File: src/rtl/arb4_pkg.sv
// Shared types and constants for the four-requester round-robin arbiter.
package arb4_pkg;

    localparam int unsigned CntW = 8;

    typedef logic [1:0] idx_t;

    typedef enum logic {
        StIdle = 1'b0,
        StHold = 1'b1
    } state_e;

endpackage

File: src/rtl/rr_pick4.sv
// Combinational round-robin pick: first set request at or after 'start', wrapping mod 4.
module rr_pick4
    import arb4_pkg::*;
(
    input  logic [3:0] req,
    input  idx_t       start,
    output logic       hit,
    output idx_t       idx,
    output logic [3:0] onehot
);

    idx_t w_pos;

    always_comb begin
        hit   = 1'b0;
        idx   = start;
        w_pos = start;
        // Walk from farthest to nearest so the nearest set bit wins.
        for (int k = 3; k >= 0; k--) begin
            w_pos = start + idx_t'(k);
            if (req[w_pos]) begin
                hit = 1'b1;
                idx = w_pos;
            end
        end
        onehot = hit ? (4'b0001 << idx) : 4'b0000;
    end

endmodule

File: src/rtl/arb4_rr.sv
// Four-requester round-robin arbiter with DONE/REQ release and optional hold timeout.
module arb4_rr
    import arb4_pkg::*;
#(
    parameter bit          LOCK = 1'b1,
    parameter int unsigned TMO  = 0
) (
    input  logic       CK,
    input  logic       RN,
    input  logic       CE,
    input  logic [3:0] REQ,
    input  logic       DONE,
    output logic [3:0] GNT,
    output logic [1:0] GNTID,
    output logic       VALID,
    output logic       ANY
);

    localparam logic [CntW-1:0] TmoLim = CntW'((TMO == 0) ? 0 : TMO - 1);

    state_e            r_state, w_state_d;
    idx_t              r_last, w_last_d;
    logic [CntW-1:0]   r_cnt, w_cnt_d;
    logic [3:0]        r_gnt, w_gnt_d;
    idx_t              r_id, w_id_d;
    logic              r_any;

    logic              w_hit;
    idx_t              w_idx;
    logic [3:0]        w_onehot;
    logic              w_rel;

    rr_pick4 u_pick (
        .req    (REQ),
        .start  (r_last + 2'd1),
        .hit    (w_hit),
        .idx    (w_idx),
        .onehot (w_onehot)
    );

    assign w_rel = (LOCK && DONE) || (!LOCK && !REQ[r_id]) ||
                   ((TMO != 0) && (r_cnt == TmoLim));

    always_comb begin
        w_state_d = r_state;
        w_last_d  = r_last;
        w_cnt_d   = r_cnt;
        w_gnt_d   = r_gnt;
        w_id_d    = r_id;
        if (r_state == StIdle || w_rel) begin
            if (w_hit) begin
                w_state_d = StHold;
                w_last_d  = w_idx;
                w_cnt_d   = '0;
                w_gnt_d   = w_onehot;
                w_id_d    = w_idx;
            end else begin
                w_state_d = StIdle;
                w_gnt_d   = 4'b0000;
            end
        end else if (r_cnt != '1) begin
            w_cnt_d = r_cnt + 1'b1;
        end
    end

    always_ff @(posedge CK or negedge RN) begin
        if (!RN) begin
            r_state <= StIdle;
            r_last  <= 2'd3;
            r_cnt   <= '0;
            r_gnt   <= 4'b0000;
            r_id    <= 2'd0;
            r_any   <= 1'b0;
        end else if (CE) begin
            r_state <= w_state_d;
            r_last  <= w_last_d;
            r_cnt   <= w_cnt_d;
            r_gnt   <= w_gnt_d;
            r_id    <= w_id_d;
            r_any   <= |REQ;
        end
    end

    assign GNT   = r_gnt;
    assign GNTID = r_id;
    assign VALID = |r_gnt;
    assign ANY   = r_any;

endmodule

File: config.mk
export PLATFORM = sky130hd
export DESIGN_NAME = arb4_rr
export DESIGN_NICKNAME = d
export VERILOG_FILES = /design/src/rtl/arb4_pkg.sv /design/src/rtl/rr_pick4.sv /design/src/rtl/arb4_rr.sv
export SDC_FILE = /design/constraint.sdc
export NUM_CORES = 1
export LEC_CHECK = 0
export BUFFER_PORTS_ARGS = -buffer_cell sky130_fd_sc_hd__buf_2
export CORE_AREA = 2 2 39 41
export DETAILED_ROUTE_END_ITERATION = 6
export DIE_AREA = 0 0 41 43
export GPL_TIMING_DRIVEN = 0
export MAX_ROUTING_LAYER = met4
export PLACE_DENSITY = 0.75
export SLEW_MARGIN = 20
export SYNTH_ARGS = -nofsm -noshare
export SYNTH_HDL_FRONTEND = slang
export SYNTH_SLANG_ARGS = --single-unit
File: constraint.sdc
create_clock -name CK -period 2.2 [get_ports CK]
set_input_delay 0.33 -clock CK [delete_from_list [all_inputs] [get_ports CK]]
set_output_delay 0.33 -clock CK [all_outputs]
set_load 0.005 [all_outputs]
Word-level counts from Yosys, hierarchy flattened
Index checks and enable logic that the tools add are counted.
- input bits: 8
- memories: 0
- memory bits (writable): 0
- bits in read-only memories: 0
- bits in latches: 0
- register bits: 10
- word-level logic and storage cells: 38
- bitwise gates (word level): 1
- divide/modulo/power cells: 0
- multiply operators: 0
- reduce and logical (&&, ||, !) cells: 5
- equal/unequal tests: 0
- add/sub/neg operators: 4
- shifts and indexed selects: 1
- magnitude comparators: 4
- muxes and demuxes: 18
- operators with widths (operator ; number):
    less-than comparator 2 x 3 -> 1 bit, second input constant ; 4
    2-to-1 mux 1 bit ; 9
    binary-select mux 1 bit (select 2 bit) ; 4
    2-to-1 mux 2 bit ; 4
    OR reduction 4 bit ; 2
    adder 2 x 1 -> 2 bit, second input constant ; 2
    adder 2 bit, second input constant ; 2
    2-to-1 mux 4 bit ; 1
    << shifter 1 x 2 -> 4 bit, first input constant ; 1
    AND reduction 3 bit ; 1
    AND reduction 2 bit ; 1
    logical OR 1 bit ; 1
    NOT 1 bit ; 1

Longest topological paths before layout
- depth after elaboration: 10
- gate-level depth with buffers: 4
- gate-level depth less buffers: 4

By module
Synthesis repeated with hierarchy kept, for this count alone.
- cells, all modules: 67
- area, all modules: 644.4 um^2
- modules (own cells, without submodules) (module ; area an instance (um^2) ; cells each ; instances):
    arb4_rr ; 469.2 ; 38 ; 1
    rr_pick4 ; 175.2 ; 29 ; 1

Least setup slack after synthesis
No wires, ideal clock.
- path kind: reg2reg
- start: register r_last[0]
- end: register r_id[0] (netlist: GNTID[0])
- arrival time: 1.200 ns
- clock period less this slack: 1.324 ns
- slack: 0.876 ns
- stages on the path, launching flop included: 5
- cells stage by stage: dfstp_2 > nor2b_2 > o21ai_1 > o221ai_1 > mux2_2
- longest elaborated chain between the ends: 9
- RTL lines (item ; RTL line ; source):
    from (decl) ; arb4_rr.sv:22 ; idx_t r_last, w_last_d;
    from (signal assigned) ; arb4_rr.sv:76 ; r_last <= w_last_d;
    adder 2 x 1 -> 2 bit (*) ; arb4_rr.sv:35 ; .start (r_last + 2'd1),
    adder 2 bit ; rr_pick4.sv:20 ; w_pos = start + idx_t'(k);
    binary-select mux 1 bit (select 2 bit) ; rr_pick4.sv:21 ; if (req[w_pos]) begin
    2-to-1 mux 1 bit (implied by the code) ; rr_pick4.sv:21 ;
    2-to-1 mux 1 bit (4 in series) ; rr_pick4.sv:21 ;
    AND reduction 3 bit (no line) ; n/a ;
    to (signal assigned) ; arb4_rr.sv:79 ; r_id <= w_id_d;
    to (decl) ; arb4_rr.sv:25 ; idx_t r_id, w_id_d;
Every way passes the cells marked *; elsewhere a longest branch is shown, timed or not. The select of a mux whose other input is x is not followed.
A chain may end at the register's enable or synchronous reset.

Worst setup path in the final report
- start: register r_gnt[1] (netlist: GNT[1])
- end: output VALID
- longest elaborated chain between the ends: 1
- RTL lines (item ; RTL line ; source):
    from (decl) ; arb4_rr.sv:24 ; logic [3:0] r_gnt, w_gnt_d;
    from (signal assigned) ; arb4_rr.sv:78 ; r_gnt <= w_gnt_d;
    OR reduction 4 bit ; arb4_rr.sv:86 ; assign VALID = |r_gnt;
    to (decl) ; arb4_rr.sv:15 ; output logic VALID,
Every way passes these cells.

==> impl_metrics.env <==
export IMPL_synth_top_cell_by_area="dfrtp_1"
export IMPL_cts_tree="built"
export IMPL_grt_max_degree=11
export IMPL_grt_pass1_wl_mm=1.61
export IMPL_viasPerCell=5.14
export IMPL_path_clk_slew_ns=0.07
export IMPL_seqPwrFrac=0.424
export IMPL_dr_max_layer_used="met4"
export IMPL_routedLengthMet1_um=460
export IMPL_die_area_um2=1760
export IMPL_r2r_end="GNT[0]$_DFFE_PN0P_"
export IMPL_hold_violations=0
export IMPL_ctsRootBufferMaster="clkbuf_4"
export IMPL_ctsHtreeMaxLevel=1
export IMPL_yosysWarningCount=0
export IMPL_netlist_cell_type_count=23
export IMPL_worstHoldEndpoint="ANY$_DFFE_PN0P_"
export IMPL_nets=73
export IMPL_synth_most_common_cell="dfrtp_1"
export IMPL_max_freq_mhz=614
export IMPL_finalWirelength_mm=1.04
export IMPL_syn_inst=44
export IMPL_drt_initial_drc_count=7
export IMPL_timing_rr_start="r_last[0]$_DFFE_PN1P_"
export IMPL_hold_path_class="in2reg"
export IMPL_holdCritStartpoint="CE"
export IMPL_min_period_ns=1.63
export IMPL_critPathMaxFanout=3
export IMPL_finClkSkew_ns=0.00419
export IMPL_p_sw_w=0.000277
export IMPL_tns_ns=0
export IMPL_ys_flop_type="dfrtp_1"
export IMPL_numClockSinks=10
export IMPL_worst_ep_required_time_ns=1.87
export IMPL_worst_setup_path_end_kind="primary output"
export IMPL_pwr_share_comb=0.412
export IMPL_slowest_stage="or4_1"
export IMPL_reg2reg_depth=4
export IMPL_synth_edf_count=0
export IMPL_ant_nets=0
export IMPL_die_h_um=43
export IMPL_synth_top_area_frac=0.382
export IMPL_fin_total_pwr_w=0.000799
export IMPL_track_usage=0.150
export IMPL_numCtsBuffers=3
export IMPL_num_vias=411
export IMPL_wire_per_inst_um=13.0
export IMPL_async_flop_share=1.00
export IMPL_maxCapViolations=0
export IMPL_synth_area_leaders="dfrtp_1 (38%), dfstp_2 (10%), mux2_2 (8.6%), a221oi_4 (5.0%), a32o_2 (4.3%)"
export IMPL_synthToLayoutAreaGrowth_pct=25.1
export IMPL_grt_pass1_vias=386
export IMPL_die_w_um=41
export IMPL_cts_resized=0
export IMPL_rrSetupSlack_ns=0.70
export IMPL_wl_met3_um=23
export IMPL_critPathKind="reg2out"
export IMPL_overflow=0
export IMPL_dp_hpwl_um=811
export IMPL_antenna_found_initial=0
export IMPL_finalSetupViolations=0
export IMPL_max_vdd_ir_drop_mv=0.475
export IMPL_power_internal_w=0.000522
export IMPL_clk_latency_ns=0.26
export IMPL_fin_util=0.474
export IMPL_drc=0
export IMPL_whs_ns=0.253
export IMPL_tightest_slew_ns=0.533
export IMPL_leakagePower_nw=0.300
export IMPL_ys_seq_area_frac=0.482
export IMPL_cp_arrival_ns=1.30
export IMPL_syn_nets=52
export IMPL_crit_path_max_incr_delay_ns=0.50
export IMPL_clkPwrFrac=0.164
export IMPL_met2_wirelength_um=536
export IMPL_worstSetupStartpointType="flip-flop"
export IMPL_switching_share=0.347
export IMPL_rsz0062_at_grt="false"
export IMPL_clockBufferDepth=2
export IMPL_rows=14
export IMPL_port_buffers=15
export IMPL_synthesis_area_um2=524
export IMPL_slew_violations=0
export IMPL_relSlewSlack=0.643
export IMPL_ys_ff_latch=10
export IMPL_outcome="finished, final reports clean"
export IMPL_drive_gt1_frac=0.469
export IMPL_post_cts_repair_setup_buffers=0
export IMPL_place_congestion=0.783
export IMPL_critical_path_cell_chain="or4_1 > buf_2"
export IMPL_start_util=0.379
export IMPL_core_area_um2=1380
export IMPL_synth_top_cells_by_count="dfrtp_1 (8), mux2_2 (4), a21oi_1 (3), inv_1 (3), nand2_1 (3)"
export IMPL_powerDensity_nw_per_um2=1220
export IMPL_crit_path_start="GNT[1]$_DFFE_PN0P_"
export IMPL_first_pass_iters=2
export IMPL_min_period_over_period=0.740
export IMPL_pin_count=16
export IMPL_antenna_cells=0
export IMPL_hold_path_depth=2
export IMPL_avgSynthCellArea_um2=11.9
layout by cell type, fill, tap and decap left out:
| cell | Yosys | layout |
|---|---|---|
| nor2b_1 | 1 | 1 |
| xnor2_1 | 1 | 1 |
| o41ai_1 | 2 | 2 |
| a221oi_4 | 1 | 1 |
| a21o_1 | 1 | 1 |
| a32o_2 | 2 | 2 |
| o21ai_1 | 2 | 2 |
| clkbuf_1 | 0 | 1 |
| o22ai_1 | 1 | 1 |
| a211oi_1 | 1 | 1 |
| o21ai_0 | 1 | 1 |
| nor2_1 | 2 | 2 |
| dlygate4sd3_1 | 0 | 1 |
| nor4_4 | 1 | 1 |
| o221ai_1 | 1 | 1 |
| mux2_2 | 4 | 4 |
| buf_2 | 0 | 15 |
| nor2_2 | 1 | 1 |
| nor2b_2 | 1 | 1 |
| a21oi_1 | 3 | 3 |
| dfrtp_1 | 8 | 8 |
| nand2_1 | 3 | 3 |
| or4_1 | 1 | 1 |
| inv_1 | 3 | 3 |
| clkbuf_4 | 0 | 3 |
| dfstp_2 | 2 | 2 |
| o221a_1 | 1 | 1 |
per-stage QoR:
step | instance area (um2) | cells | setup WS (ns)
2_1_floorplan | 524 | 44 | 0.876
6_report | 656 | 80 | 0.573
3_5_place_dp | 619 | 75 | 0.696
5_1_grt | 656 | 80 | 0.498
3_3_place_gp | 619 | 75 | 0.748
4_1_cts | 656 | 80 | 0.557
what timing repair did:
action                                  CTS  global route
hold buffers                              1             0
endpoints found under the setup margin    0             0
endpoints found under the hold margin     8             0
power by group through the flow:
stage	sequential, W	clock [W]	combinational, W
floorplan	0.000336	0	0.000210
CTS	0.000338	0.000139	0.000334
detailed placement	0.000341	0	0.000332
finish	0.000339	0.000131	0.000330
global route	0.000351	0.000148	0.000360
global placement	0.000336	0	0.000323
cell type report:
cell class              count  area [um2]
inverters                   3        11.3
flip-flops and latches     10         253
multi-input cells          31         260
repair buffers             16        85.1
fillers                   136         728
well taps                  16        20.0
clock buffers               4        26.3
layer usage:
layer  vias to the layer above  global-route usage
li1                        210                   -
met1                       193               0.168
met2                         6               0.209
met3                         2              0.0314
met4                         0               0.140
met5                         -                   -
how the worst max path moves through the flow:
stage | cells past startpoint | end
2_1_floorplan | 4 | GNTID[0]$_DFFE_PN0P_
3_3_place_gp | 5 | GNT[0]$_DFFE_PN0P_
3_5_place_dp | 4 | GNT[0]$_DFFE_PN0P_
4_1_cts | 2 | VALID
5_1_grt | 2 | VALID
6_report | 2 | VALID
cells by family (layout without fill, tap and decap cells):
logic type / after synthesis / in the layout / share of synthesized area
AO/OA/AOI/OAI: 16 / 16 / 0.263
XOR/XNOR: 1 / 1 / 0.0167
buffers and inverters: 3 / 23 / 0.0215
flip-flops: 10 / 10 / 0.482
multiplexers: 4 / 4 / 0.0859
AND/OR/NAND/NOR: 10 / 10 / 0.131
state kept, by name (all words and copies together) (netlist names):
signal / cells
GNT: 4
r_state: 1
GNTID: 2
ANY: 1
r_last: 2
critical path, delay by kind of cell (launching register included):
| family | cells | cell delay [ns] |
|---|---|---|
| AND/OR/NAND/NOR | 1 | 0.50 |
| flip-flops | 1 | 0.40 |
| buffers and inverters | 1 | 0.14 |
Power figures use the tool's default switching activity.
